$ cat config.mk
export PLATFORM = sky130hd
export DESIGN_NAME = tinyqv_peri_bus_arbiter
export DESIGN_NICKNAME = d
export VERILOG_FILES = /design/src/rtl/tinyqv_peri_bus_arbiter.sv
export SDC_FILE = /design/constraint.sdc
export NUM_CORES = 1
export LEC_CHECK = 0
export BUFFER_PORTS_ARGS = -buffer_cell sky130_fd_sc_hd__buf_2
export CAP_MARGIN = 20
export CORE_AREA = 2 2 84 86
export CTS_BUF_LIST = sky130_fd_sc_hd__clkbuf_8
export DETAILED_ROUTE_END_ITERATION = 10
export DIE_AREA = 0 0 86 88
export PLACE_DENSITY = 0.66
export SLEW_MARGIN = 10
export SYNTH_ARGS = -nofsm -noshare
export SYNTH_HDL_FRONTEND = slang
export SYNTH_SLANG_ARGS = --single-unit
$ cat constraint.sdc
create_clock -name clk -period 3.35 [get_ports clk]
set_input_delay 0.5025 -clock clk [delete_from_list [all_inputs] [get_ports clk]]
set_output_delay 0.5025 -clock clk [all_outputs]
set_load 0.01 [all_outputs]
$ cat src/rtl/tinyqv_peri_bus_arbiter.sv
// tinyqv_peri_bus_arbiter: shares the TinyQV peripheral bus between two masters with a read timeout watchdog
module tinyqv_peri_bus_arbiter #(
    parameter bit          ROUND_ROBIN    = 1'b1,
    parameter int          TIMEOUT_CYCLES = 255,
    parameter logic [31:0] TIMEOUT_DATA   = 32'hFFFF_FFFF,
    localparam int         CNT_W          = $clog2(TIMEOUT_CYCLES + 1)
) (
    input  logic        clk,
    input  logic        rst,
    input  logic [21:0] m_addr,
    input  logic [63:0] m_wdata,
    input  logic [3:0]  m_write_n,
    input  logic [3:0]  m_read_n,
    input  logic [1:0]  m_read_complete,
    output logic [31:0] m_rdata,
    output logic [1:0]  m_ready,
    output logic [10:0] peri_addr,
    output logic [31:0] peri_wdata,
    output logic [1:0]  peri_write_n,
    output logic [1:0]  peri_read_n,
    output logic        peri_read_complete,
    input  logic [31:0] peri_rdata,
    input  logic        peri_ready,
    output logic [1:0]  grant,
    output logic        timeout_pulse
);
    typedef enum logic [1:0] {IDLE, XFER, WAIT_DONE, RELEASE} state_t;
    localparam logic [CNT_W-1:0] TO_MAX = CNT_W'(TIMEOUT_CYCLES);
    state_t           state, state_nx;
    logic             g, g_nx, last, timed_out, rdy;
    logic [CNT_W-1:0] cnt;
    logic [1:0]       req, g_write_n, g_read_n;
    logic [10:0]      g_addr;
    logic [31:0]      g_wdata;
    logic             g_req, g_wr, g_rc;
    assign req[0]    = (m_read_n[1:0] != 2'b11) || (m_write_n[1:0] != 2'b11);
    assign req[1]    = (m_read_n[3:2] != 2'b11) || (m_write_n[3:2] != 2'b11);
    assign g_addr    = g ? m_addr[21:11] : m_addr[10:0];
    assign g_wdata   = g ? m_wdata[63:32] : m_wdata[31:0];
    assign g_write_n = g ? m_write_n[3:2] : m_write_n[1:0];
    assign g_read_n  = g ? m_read_n[3:2] : m_read_n[1:0];
    assign g_rc      = g ? m_read_complete[1] : m_read_complete[0];
    assign g_req     = g ? req[1] : req[0];
    assign g_wr      = g_write_n != 2'b11;
    // State, owner, fairness bit, read watchdog counter and timeout memory
    always_ff @(posedge clk) begin
        if (rst) begin
            state     <= IDLE;
            g         <= 1'b0;
            last      <= 1'b1;
            cnt       <= '0;
            timed_out <= 1'b0;
        end else begin
            state     <= state_nx;
            g         <= g_nx;
            last      <= (state == RELEASE) ? g : last;
            cnt       <= (state == XFER && !g_wr && cnt != TO_MAX) ? cnt + 1'b1 : '0;
            timed_out <= timeout_pulse || (state == WAIT_DONE && timed_out);
        end
    end
    // Next-state, bus steering and master handshakes
    always_comb begin
        state_nx           = state;
        g_nx               = g;
        peri_addr          = '0;
        peri_wdata         = '0;
        peri_write_n       = 2'b11;
        peri_read_n        = 2'b11;
        peri_read_complete = 1'b0;
        m_rdata            = peri_rdata;
        grant              = 2'b00;
        timeout_pulse      = 1'b0;
        rdy                = 1'b0;
        case (state)
            IDLE: begin
                if (|req) begin
                    g_nx     = &req ? (ROUND_ROBIN ? !last : 1'b0) : req[1];
                    state_nx = XFER;
                end
            end
            XFER: begin
                grant        = g ? 2'b10 : 2'b01;
                peri_addr    = g_addr;
                peri_wdata   = g_wdata;
                peri_write_n = g_write_n;
                peri_read_n  = g_read_n;
                if (!g_req) begin
                    state_nx = RELEASE;
                end else if (g_wr) begin
                    rdy      = peri_ready;
                    state_nx = peri_ready ? RELEASE : XFER;
                end else if (peri_ready) begin
                    rdy      = 1'b1;
                    state_nx = WAIT_DONE;
                end else if (cnt == TO_MAX) begin
                    rdy           = 1'b1;
                    m_rdata       = TIMEOUT_DATA;
                    timeout_pulse = 1'b1;
                    state_nx      = WAIT_DONE;
                end
            end
            WAIT_DONE: begin
                grant       = g ? 2'b10 : 2'b01;
                peri_addr   = g_addr;
                peri_read_n = timed_out ? 2'b11 : g_read_n;
                if (!g_req) begin
                    state_nx = RELEASE;
                end else begin
                    rdy                = !timed_out && peri_ready;
                    peri_read_complete = g_rc;
                    state_nx           = g_rc ? RELEASE : WAIT_DONE;
                end
            end
            default: state_nx = IDLE;
        endcase
        m_ready = {rdy && g, rdy && !g};
    end
endmodule
==> metrics.md, run 1 <==
| Metric | Value |
|---|---|
| Status | complete, no violations |
| Type of the worst min-delay path | reg -> reg |
| Fillers | about 700 |
| Synth Area in XOR/XNOR | 2.93% |
| Die Wd | between 80 and 90 um |
| Post-cts gate resize count | 0 |
| Critical Path End | peri_wdata[0] |
| Switching share of power | about two fifths |
| Routed via count | 2,362 |
| Via/cell ratio | between 4 and 5 |
| Final Hold Fails | 0 |
| DR pass1 iterations | 4 |
| Mean cell area of the mapped netlist | 7.77 um2 |
| Flop pwr share | 19.0% |
| CP endpoint kind | primary output |
| Final period utilization | approximately 73% |
| Critical Path RT | 2.85 ns |
| Post-synth ARST share | 0% |
| FF-to-FF End | state[1] |
| Arrival time worst endpoint | about 2 ns |
| Die span in y | 88 um |
| Core Region | around 6600 um2 |
| Cells after synthesis | ~230 |
| Cell Count, Final, Fillers Out | roughly 520 |
| Initial antenna violation count | 0 |
| Rows | 30 |
| Max Transition Viols Final | 0 |
| Skew final | around 0.011 ns |
| Distinct cells, synth | 37 |
| Leak | between 1.5 and 2 nW |
| Largest net degree at the start of global routing | between 40 and 50 |
| CP delay by family, top | buffers and inverters |
| Compound-Gate Fraction of Synth Area | under 10% |
| Slew margin rel. | slightly above 50% |
| Post-synth top flop | dfxtp_1 |
| YS warnings | 0 |
| Worst IR drop on VDD | about 0.00011 V |
| Syn Nets | around 370 |
| Tightest Pin Transition | between 0.7 and 0.8 ns |
| First-pass GRT wire length | 9510 um |
| CP bufs+invs | 2 |
| Startpoint Class | register |
| Initial Util | between 20 and 30% |
| Part of the power in the clock network | between 15 and 20% |
| Sequential area share after synthesis | 14.5% |
| Worst path depth | 4 |
| Vias in the first global route | ~2,100 |
| Routed WL per cell | roughly 13 um |
| R2r setup slk | roughly 1.5 ns |
| Setup TNS | 0 ns |
| Critical-path cell list | buf_4 > mux2i_1 > nor2b_1 > buf_2 |
| Port Buffers | approximately 220 |
| Area delta synth->final | 65.8% |
| Combinational family with the most area after synthesis | simple AND/OR/NAND/NOR gates |
| Final setup viols | 0 |
| Synthesized cell area | 1800 um2 |
| Slowest-stage cell, CP | buf_4 |
| Comb power frac | 66.0% |
| Routed WL | just under 7000 um |
| Hpwl dp | about 5800 um |
| Number of enable flip-flop cells after synthesis | 0 |
| Worst-path clk slew | around 0.060 ns |
| Worst skew pair latency | approximately 0.25 ns |
| Multiplexer share of the synthesized area | 26.5% |
| Placed Cells | about 500 |
| Sw Pwr | between 0.0003 and 0.0004 W |
| Iter 0 DRT Violations | between 60 and 70 |
| Pwr dens | 308 nW/um2 |
| Unrepaired setup endpoints after global routing | no |
| Simple-Gate Fraction of Synth Area | around 42% |
| WS Path Type | reg -> out |
| Slowest stage delay, CP | ~0.64 ns |
| DIE AREA | approximately 7600 um2 |
| CTS Root Cell | clkbuf_8 |
| Post-CTS Setup Inserts | 0 |
| Grt ovf | 0 |
| Residual DRC count | 0 |
| Post-cts hold buffer count | 0 |
| Clock sinks | 13 |
| Worst setup path start | g |
| Num CTS Buffers | 3 |
| CTS tree | done |
| Io pins | around 220 |
| Final #Nets | between 500 and 600 |
| H-tree Lvls | 1 |
| Clock Tree Buf Depth | 2 |
| Post-synthesis register bit count | 13 |
| Gp weighted congestion | ~0.85 |
| Max-Cap Viols | 0 |
| Adder-Cell Fraction of Synth Area | approximately 3.5% |
| Worst-case reg-to-reg path depth | 6 |
| Layout cells sized above 1 | between 50 and 60% |
| FMAX | a little over 400 MHz |
| CP max FO | 45 |
| GRT Total Usage | 15.7% |
| Post-route ant nets | 0 |
| # diodes | 0 |
| Cell Int Power | approximately 0.00054 W |
| RR Startpoint | state[1] |
| Post-route minimum period | between 2 and 2.5 ns |
[final cells by class]
cell class,count,area [um2],share of cell area (%)
Sequential cell,13,262,8.79
Timing Repair Buffer,218,1100,36.9
Multi-Input combinational cell,195,1440,48.4
Tap cell,80,100,3.36
Inverter,8,30.0,1.01
Clock inverter,1,3.75,0.126
Clock buffer,3,41.3,1.39
[metal layers]
layer	vias to the layer above	global-route usage (%)	wire (um)
met2	136	30.9	3550
met3	4	3.49	649
li1	1202	-	-
met5	-	0	0
met4	0	3.17	48
met1	1020	17.1	2610
[layout by cell type, fill, tap and decap left out, drive strengths merged, types with 4 or more instances in the layout]
| master | Yosys | layout |
|---|---|---|
| and3 | 5 | 5 |
| buf | 7 | 218 |
| o21ai | 6 | 6 |
| dfxtp | 13 | 13 |
| mux2i | 46 | 46 |
| ha | 5 | 5 |
| xor2 | 4 | 4 |
| nor2b | 47 | 47 |
| nor2 | 10 | 10 |
| nand2 | 7 | 7 |
| nand3 | 5 | 5 |
| a21oi | 4 | 4 |
| inv | 8 | 9 |
| nand2b | 32 | 32 |
[sequential cells by signal, summed over array words and instances, names as in the netlist]
| register | flops |
|---|---|
| state | 2 |
| g | 1 |
| timed_out | 1 |
| last | 1 |
| cnt | 8 |
[power by group through the flow]
stage	clock network (W)	logic (W)	registers, W
floorplan	0	0.000352	0.000172
global placement	0	0.000602	0.000177
detailed placement	0	0.000605	0.000178
CTS	0.000144	0.000609	0.000174
global route	0.000154	0.000661	0.000176
finish	0.000138	0.000605	0.000174
[cell usage after synthesis (all sizes together), types with 2 or more instances]
library cell  number  share of area (%)
nand4              3                1.9
and2               2               0.70
nand2              7                1.5
clkbuf             8                1.7
mux2i             46                 26
nor2b             47                 16
xor2               4                2.0
and4               3                1.7
nand3              5                1.4
buf                7                1.9
and3               5                2.1
dfxtp             13                 14
ha                 5                3.5
nand2b            32                 11
o211ai             3                1.3
xnor2              2               0.98
nor2              10                2.1
inv                8                1.7
a221oi             2               0.98
o21ai              6                1.7
a21oi              4                1.1
[how the worst min path moves through the flow]
stage | start | endpoint | slack [ns] | cells past startpoint
6_report | cnt[0] | cnt[0] | 0.46 | 1
5_1_grt | cnt[0] | cnt[0] | 0.49 | 1
4_1_cts | cnt[0] | cnt[0] | 0.46 | 1
3_5_place_dp | cnt[0] | cnt[0] | 0.45 | 1
3_3_place_gp | cnt[0] | cnt[0] | 0.45 | 1
2_1_floorplan | cnt[0] | cnt[0] | 0.43 | 1
[metrics by stage]
step / worst slack (ns) / total power [W] / utilization (%) / instance area, um2 / hold WS (ns)
6_report: 0.894 / 0.000917 / 44.8 / 2980 / 0.460
5_1_grt: 0.720 / 0.000991 / 44.8 / 2980 / 0.486
4_1_cts: 0.893 / 0.000927 / 44.8 / 2980 / 0.461
3_5_place_dp: 1.09 / 0.000783 / 44.1 / 2930 / 0.449
3_3_place_gp: 1.10 / 0.000779 / 44.1 / 2930 / 0.445
2_1_floorplan: 1.32 / 0.000524 / - / 1800 / 0.426
[cells by family after synthesis]
group           count (synthesis)
buf+inv                        23
xor+xnor                        6
simple gates                  120
mux                            47
compound gates                 17
fa+ha+maj                       5
flops                          13
(Power assumes the default switching activity.)
==> run 2, diff against run 1 <==
--- a/config.mk
+++ b/config.mk
@@ -7,11 +7,11 @@
 export LEC_CHECK = 0
 export BUFFER_PORTS_ARGS = -buffer_cell sky130_fd_sc_hd__buf_2
 export CAP_MARGIN = 20
-export CORE_AREA = 2 2 84 86
+export CORE_AREA = 2 2 83 85
 export CTS_BUF_LIST = sky130_fd_sc_hd__clkbuf_8
 export DETAILED_ROUTE_END_ITERATION = 10
-export DIE_AREA = 0 0 86 88
-export PLACE_DENSITY = 0.66
+export DIE_AREA = 0 0 85 87
+export PLACE_DENSITY = 0.68
 export SLEW_MARGIN = 10
 export SYNTH_ARGS = -nofsm -noshare
 export SYNTH_HDL_FRONTEND = slang
==> constraint.sdc (replaced) <==
create_clock -name clk -period 2.55 [get_ports clk]
set_input_delay 0.3825 -clock clk [delete_from_list [all_inputs] [get_ports clk]]
set_output_delay 0.3825 -clock clk [all_outputs]
set_load 0.01 [all_outputs]
==> metrics.md, run 2 (synthesis gave the netlist of run 1 again) <==
| Metric | Value |
|---|---|
| Top Registers | cnt: 8 flops, state: 2 flops (unchanged) |
| Routed WL | 6950 um (was 6860 um) |
| First-pass GRT wire length | 9760 um (was 9510 um) |
| Slowest-stage cell, CP | dfxtp_2 (was buf_4) |
| Slew margin rel. | 69.7% (was 51.6%) |
| CTS tree | done (unchanged) |
| Tightest Pin Transition | 0.452 ns (was 0.726 ns) |
| WS Path Type | reg -> out (unchanged) |
| Power, Total | 0.00121 W (was 0.000917 W) |
| H-tree Lvls | 1 (unchanged) |
| Rows | 30 (unchanged) |
| CP endpoint kind | primary output (unchanged) |
| Clock Tree Buf Depth | 2 (unchanged) |
| Final period utilization | around 87% |
| Status | complete, no violations (unchanged) |
| Placed Cells | 514 (unchanged) |
| Critical Path RT | 2.17 ns (was 2.85 ns) |
| Io pins | 216 (unchanged) |
| Hpwl dp | 5880 um (was 5810 um) |
| Post-route minimum period | roughly 2.2 ns |
| FMAX | between 400 and 500 MHz |
| Num CTS Buffers | 3 (unchanged) |
| CP max FO | 13 (was 45) |
| Hold Path Stages | 2 (was 1) |
| Vias in the first global route | 2,102 (was 2,117) |
| Pwr dens | 403 nW/um2 (was 308 nW/um2) |
| Largest net degree at the start of global routing | 48 (was 46) |
| Type of the worst min-delay path | in -> reg (was reg -> reg) |
| Slowest stage delay, CP | 0.49 ns (was 0.64 ns) |
| Grt ovf | 0 (unchanged) |
| Max-Cap Viols | 0 (unchanged) |
| Routed WL per cell | 13.4 um (was 13.2 um) |
| Top reg by flops | cnt (unchanged) |
| Post-CTS Setup Inserts | 0 (unchanged) |
| Worst-case reg-to-reg path depth | 6 (unchanged) |
| R2r setup slk | 0.65 ns (was 1.54 ns) |
| Unrepaired setup endpoints after global routing | no (unchanged) |
| Worst hold path endpoint | g (was cnt[0]) |
| Setup TNS | 0 ns (unchanged) |
| Clock sinks | 13 (unchanged) |
| Layout cells sized above 1 | 52.3% (unchanged) |
| Worst setup path start | g (unchanged) |
| Post-route ant nets | 0 (unchanged) |
| Die Wd | 85 um (was 86 um) |
| Final setup viols | 0 (unchanged) |
| Critical-path cell list | nand3_1 > o21ai_1 > nand3b_1 > a21boi_1 > nor3b_1 > buf_2 (was buf_4 > mux2i_1 > nor2b_1 > buf_2) |
| Die span in y | 87 um (was 88 um) |
| Skew final | 0.00821 ns (was 0.0107 ns) |
| Hold WS | 0.371 ns (was 0.460 ns) |
| DR pass1 iterations | 4 (unchanged) |
| Final #Nets | 575 (unchanged) |
| Final Hold Fails | 0 (unchanged) |
| Port Buffers | 215 (unchanged) |
| CTS Root Cell | clkbuf_8 (unchanged) |
| Routed via count | 2,366 (was 2,362) |
| Most common cell after layout, fill and taps aside | buf_2 (unchanged) |
| Most frequent cells in the layout | buf_2 (215), nor2b_1 (47), mux2i_1 (45), nand2b_1 (32), dfxtp_1 (12) (unchanged) |
| Largest register FFs | 8 (unchanged) |
| Via/cell ratio | 4.56 (about the same) |
| Min-delay src | rst (was cnt[0]) |
| Post-cts hold buffer count | 0 (unchanged) |
| RR Startpoint | state[1] (unchanged) |
| Core Util, Final | 45.5% (was 44.8%) |
| DIE AREA | 7400 um2 (was 7570 um2) |
| Residual DRC count | 0 (unchanged) |
| Arrival time worst endpoint | 1.84 ns (was 1.95 ns) |
| Max Transition Viols Final | 0 (unchanged) |
| Leak | 1.58 nW (about the same) |
| GRT Total Usage | 16.3% (was 15.7%) |
| Worst-path clk slew | 0.06 ns (about the same) |
| Fillers | 691 (was 680) |
| Worst skew pair latency | 0.24 ns (was 0.25 ns) |
| Initial antenna violation count | 1 (was 0) |
| Startpoint Class | register (unchanged) |
| Post-cts gate resize count | 0 (unchanged) |
| Area delta synth->final | 66.6% (was 65.8%) |
| Iter 0 DRT Violations | 49 (was 68) |
| Initial Util | 27.3% (was 27.0%) |
| Gp weighted congestion | 0.810 (was 0.847) |
| Worst IR drop on VDD | 0.000258 V (was 0.000107 V) |
| FF-to-FF End | state[1] (unchanged) |
| Cell Count, Final, Fillers Out | 519 (was 518) |
| Core Region | 6570 um2 (was 6640 um2) |
-- run 2: per-stage QoR --
stage | worst slack, ns | instance area (um2)
detailed placement | 0.546 | 2940
CTS | 0.342 | 2990
finish | 0.328 | 2990
global placement | 0.590 | 2940
floorplan | 0.695 | 1800
global route | 0.168 | 2990
-- run 2: layout make-up --
class / instances / area, um2 / area share [%]
Multi-Input combinational cell: 195 / 1440 / 48.2
Clock inverter: 1 / 3.75 / 0.125
Tap cell: 80 / 100 / 3.35
Antenna cell: 1 / 2.50 / 0.0836
Inverter: 8 / 30.0 / 1.00
Timing Repair Buffer: 218 / 1110 / 37.1
Sequential cell: 13 / 262 / 8.74
Clock buffer: 3 / 41.3 / 1.38
-- run 2: routing by layer --
| layer | up-vias | wire length, um | part of all wire [%] | track usage [%] |
|---|---|---|---|---|
| met5 | - | 0 | 0 | 0 |
| met2 | 127 | 3510 | 50 | 30.3 |
| met4 | 0 | 22 | 0.32 | 1.30 |
| li1 | 1196 | - | - | - |
| met1 | 1041 | 2710 | 39 | 19.0 |
| met3 | 2 | 701 | 10 | 5.02 |
-- run 2: worst max path at each step --
stage	endpoint	cells past startpoint
after floorplan	peri_read_n[0]	5
after global placement	m_rdata[21]	7
after detailed placement	m_rdata[21]	7
after CTS	m_ready[0]	6
after global routing	m_ready[0]	6
final	m_ready[0]	6
-- run 2: worst max-delay path: cells and delay by family (launching register included) --
family	cells	cell delay, ns
compound gates	2	0.46
buf+inv	1	0.17
flops	1	0.49
simple gates	3	0.47
-- run 2: power breakdown --
part / total, W / switching (W) / internal [W]
clock: 0.000181 / 0.0000749 / 0.000106
sequential: 0.000228 / 0.0000133 / 0.000215
combinational: 0.000797 / 0.000405 / 0.000392
==> run 3, diff against run 2 <==
--- a/config.mk
+++ b/config.mk
@@ -5,13 +5,14 @@
 export SDC_FILE = /design/constraint.sdc
 export NUM_CORES = 1
 export LEC_CHECK = 0
+export ABC_AREA = 1
 export BUFFER_PORTS_ARGS = -buffer_cell sky130_fd_sc_hd__buf_2
 export CAP_MARGIN = 20
-export CORE_AREA = 2 2 83 85
+export CORE_AREA = 2 2 84 86
 export CTS_BUF_LIST = sky130_fd_sc_hd__clkbuf_8
 export DETAILED_ROUTE_END_ITERATION = 10
-export DIE_AREA = 0 0 85 87
-export PLACE_DENSITY = 0.68
+export DIE_AREA = 0 0 86 88
+export PLACE_DENSITY = 0.65
 export SLEW_MARGIN = 10
 export SYNTH_ARGS = -nofsm -noshare
 export SYNTH_HDL_FRONTEND = slang
==> constraint.sdc (replaced) <==
create_clock -name clk -period 2.3 [get_ports clk]
set_input_delay 0.345 -clock clk [delete_from_list [all_inputs] [get_ports clk]]
set_output_delay 0.345 -clock clk [all_outputs]
set_load 0.01 [all_outputs]
==> metrics.md, run 3 <==
| Metric | Value |
|---|---|
| Status | complete, no violations (unchanged) |
| Post-CTS Setup Inserts | 0 (unchanged) |
| Distinct cells, synth | 28 (was 37) |
| CTS Root Cell | clkbuf_8 (unchanged) |
| Placed cell areas | 2840 um2 (was 2940 um2) |
| Final setup viols | 0 (unchanged) |
| Largest cells by area after synthesis | nor2_1 (16%), dfxtp_1 (15%), o21ai_0 (11%) (was mux2i_1 (25%), nor2b_1 (16%), dfxtp_1 (14%)) |
| CTS tree | done (unchanged) |
| CP max FO | 21 (was 13) |
| Initial antenna violation count | 0 (was 1) |
| Worst skew pair latency | 0.26 ns (was 0.24 ns) |
| Routed WL per cell | 12.5 um (was 13.4 um) |
| Post-synth top area share | 16.2% (was 25.1%) |
| CP delay by family, top | simple AND/OR/NAND/NOR gates (was flip-flops) |
| GRT Total Usage | 17.1% (was 16.3%) |
| Rows | 30 (unchanged) |
| Most common cell after layout, fill and taps aside | buf_2 (unchanged) |
| Pwr dens | 457 nW/um2 (was 403 nW/um2) |
| Post-synthesis register bit count | 13 (unchanged) |
| Initial Util | 26.2% (was 27.3%) |
| Num CTS Buffers | 3 (unchanged) |
| Post-route minimum period | between 2 and 2.5 ns |
| Port Buffers | 215 (unchanged) |
| Setup TNS | 0 ns (unchanged) |
| CP endpoint kind | primary output (unchanged) |
| WS Path Type | reg -> out (unchanged) |
| RR Startpoint | state[1] (unchanged) |
| Synthesized cell area | 1740 um2 (was 1800 um2) |
| DR pass1 iterations | 4 (unchanged) |
| Worst IR drop on VDD | 0.000224 V (was 0.000258 V) |
| Area delta synth->final | 66.8% (was 66.6%) |
| Worst hold path endpoint | timed_out (was g) |
| Cells after synthesis | 307 (was 231) |
| Top cells by count, synth | nor2_1 (75), nand2_1 (49), o21ai_0 (37) (was nor2b_1 (47), mux2i_1 (45), nand2b_1 (32)) |
| Arrival time worst endpoint | 1.84 ns (about the same) |
| Layout cells sized above 1 | 47.6% (was 52.3%) |
| Slowest stage delay, CP | 0.37 ns (was 0.49 ns) |
| DIE AREA | 7570 um2 (was 7400 um2) |
| Number of enable flip-flop cells after synthesis | 0 (unchanged) |
| Routed WL | 7440 um (was 6950 um) |
| Slowest-stage cell, CP | dfxtp_1 (was dfxtp_2) |
| Grt ovf | 0 (unchanged) |
| Core Region | 6640 um2 (was 6570 um2) |
| Largest net degree at the start of global routing | 39 (was 48) |
| CP dominant cell by count | nand2_4 |
| First-pass GRT wire length | 10,600 um (was 9760 um) |
| Routed via count | 2,623 (was 2,366) |
| Max-Cap Viols | 0 (unchanged) |
| Clock Tree Buf Depth | 2 (unchanged) |
| Design area | 2910 um2 (was 2990 um2) |
| Tightest Pin Transition | 0.417 ns (was 0.452 ns) |
| Top Registers | cnt: 8 flops, state: 2 flops (unchanged) |
| Residual DRC count | 0 (unchanged) |
| Final Hold Fails | 0 (unchanged) |
| Type of the worst min-delay path | in -> reg (unchanged) |
| Min-delay src | rst (unchanged) |
| Unrepaired setup endpoints after global routing | yes (was no) |
| H-tree Lvls | 1 (unchanged) |
| Via/cell ratio | 4.42 (was 4.56) |
| Post-route ant nets | 0 (unchanged) |
| Post-synth top flop | dfxtp_1 (unchanged) |
| Startpoint Class | register (unchanged) |
| Final period utilization | 95.2% |
| Count leader, synth | nor2_1 (was nor2b_1) |
| Post-cts gate resize count | 0 (unchanged) |
| Top reg by flops | cnt (unchanged) |
| Die span in y | 88 um (was 87 um) |
| Syn Nets | 443 (was 367) |
| Worst setup path start | g (unchanged) |
| Leak | 1.77 nW (was 1.58 nW) |
| Iter 0 DRT Violations | 69 (was 49) |
| Skew final | 0.00702 ns (was 0.00821 ns) |
| Synth area leader | nor2_1 (was mux2i_1) |
| Largest register FFs | 8 (unchanged) |
| Post-synth ARST share | 0% (unchanged) |
| Final #Nets | 650 (was 575) |
| Hpwl dp | 6080 um (was 5880 um) |
| FF-to-FF End | state[1] (unchanged) |
| Io pins | 216 (unchanged) |
| Max Transition Viols Final | 0 (unchanged) |
| Critical Path RT | 1.96 ns (was 2.17 ns) |
| R2r setup slk | 0.80 ns (was 0.65 ns) |
| Slew margin rel. | 72.0% (was 69.7%) |
| Critical-path cell list | buf_4 > nand2_2 > nand2_4 > nor2_2 > nand2_4 > clkinv_4 > or2_2 > buf_2 (was nand3_1 > o21ai_1 > nand3b_1 > a21boi_1 > nor3b_1 > buf_2) |
| Worst-case reg-to-reg path depth | 9 (was 6) |
| Gp weighted congestion | 0.900 (was 0.810) |
| Most frequent cells in the layout | buf_2 (215), nor2_1 (75), nand2_1 (49), o21ai_0 (37), or2_1 (29) (was buf_2 (215), nor2b_1 (47), mux2i_1 (45), nand2b_1 (32), dfxtp_1 (12)) |
| YS warnings | 0 (unchanged) |
| Vias in the first global route | 2,279 (was 2,102) |
| FMAX | around 460 MHz |
| Die Wd | 86 um (was 85 um) |
| Mean cell area of the mapped netlist | 5.67 um2 (was 7.77 um2) |
| # diodes | 0 (was 1) |
| CP bufs+invs | 3 (was 1) |
| Sequential area share after synthesis | 14.9% (was 14.5%) |
| Worst-path clk slew | 0.06 ns (about the same) |
| Post-cts hold buffer count | 0 (unchanged) |
| Clock sinks | 13 (unchanged) |
| Hold Path Stages | 2 (unchanged) |
==> run 3: changes by cell type after synthesis, moves of 6 or more <==
| cell | before | now |
|---|---|---|
| nor3_1 | 0 | 6 |
| a22o_1 | 0 | 11 |
| mux2i_1 | 45 | 0 |
| or2_1 | 0 | 29 |
| nor2b_1 | 47 | 0 |
| o21ai_0 | 4 | 37 |
| inv_1 | 8 | 23 |
| nor2_1 | 10 | 75 |
| nand2b_1 | 32 | 0 |
| nand2_1 | 7 | 49 |
==> run 3: worst max-delay path by stage <==
| stage | end | slack [ns] | cells after the start |
|---|---|---|---|
| finish | m_rdata[31] | 0.11 | 8 |
| global route | peri_addr[1] | -0.003 | 6 |
| CTS | m_rdata[12] | 0.08 | 9 |
| detailed placement | m_rdata[12] | 0.36 | 9 |
| global placement | m_rdata[12] | 0.40 | 9 |
| floorplan | m_rdata[11] | 0.61 | 11 |
==> run 3: cell families after synthesis <==
logic type / after synthesis / share of synthesized area (%)
compound gates: 54 / 18.0
xor+xnor: 2 / 1.01
fa+ha+maj: 5 / 3.59
buf+inv: 44 / 12.1
flops: 13 / 14.9
simple gates: 189 / 50.4
==> run 3: layout make-up <==
| type | instances | area, um2 |
|---|---|---|
| tap | 80 | 100 |
| clock inverter | 1 | 3.75 |
| timing repair inverter | 1 | 8.76 |
| clock buffer | 3 | 41.3 |
| sequential | 13 | 262 |
| inverter | 26 | 108 |
| fill | 713 | 3740 |
| timing repair buffer | 219 | 1110 |
| multi-input combinational | 250 | 1280 |
==> run 3: stage by stage <==
stage / worst slack, ns / utilization (%) / total power (W) / hold slack (ns) / cells
final: 0.111 / 43.7 / 0.00133 / 0.301 / 593
after CTS: 0.0822 / 43.4 / 0.00134 / 0.293 / 592
after global routing: -0.00295 / 43.7 / 0.00144 / 0.307 / 593
after floorplan: 0.606 / - / 0.000732 / 0.414 / 307
after detailed placement: 0.364 / 42.7 / 0.00112 / 0.455 / 588
after global placement: 0.397 / 42.7 / 0.00111 / 0.446 / 588
==> run 3: layer usage <==
| layer | vias up | track usage (%) | part of all wire (%) |
|---|---|---|---|
| met5 | - | 0 | 0 |
| met3 | 11 | 2.07 | 5.7 |
| li1 | 1379 | - | - |
| met4 | 0 | 5.92 | 1.9 |
| met2 | 86 | 29.5 | 49 |
| met1 | 1147 | 22.1 | 43 |
==> run 3: power breakdown <==
group / switching, W / internal [W]
Sequential: 0.0000120 / 0.000238
Combinational: 0.000496 / 0.000366
Clock: 0.0000977 / 0.000119
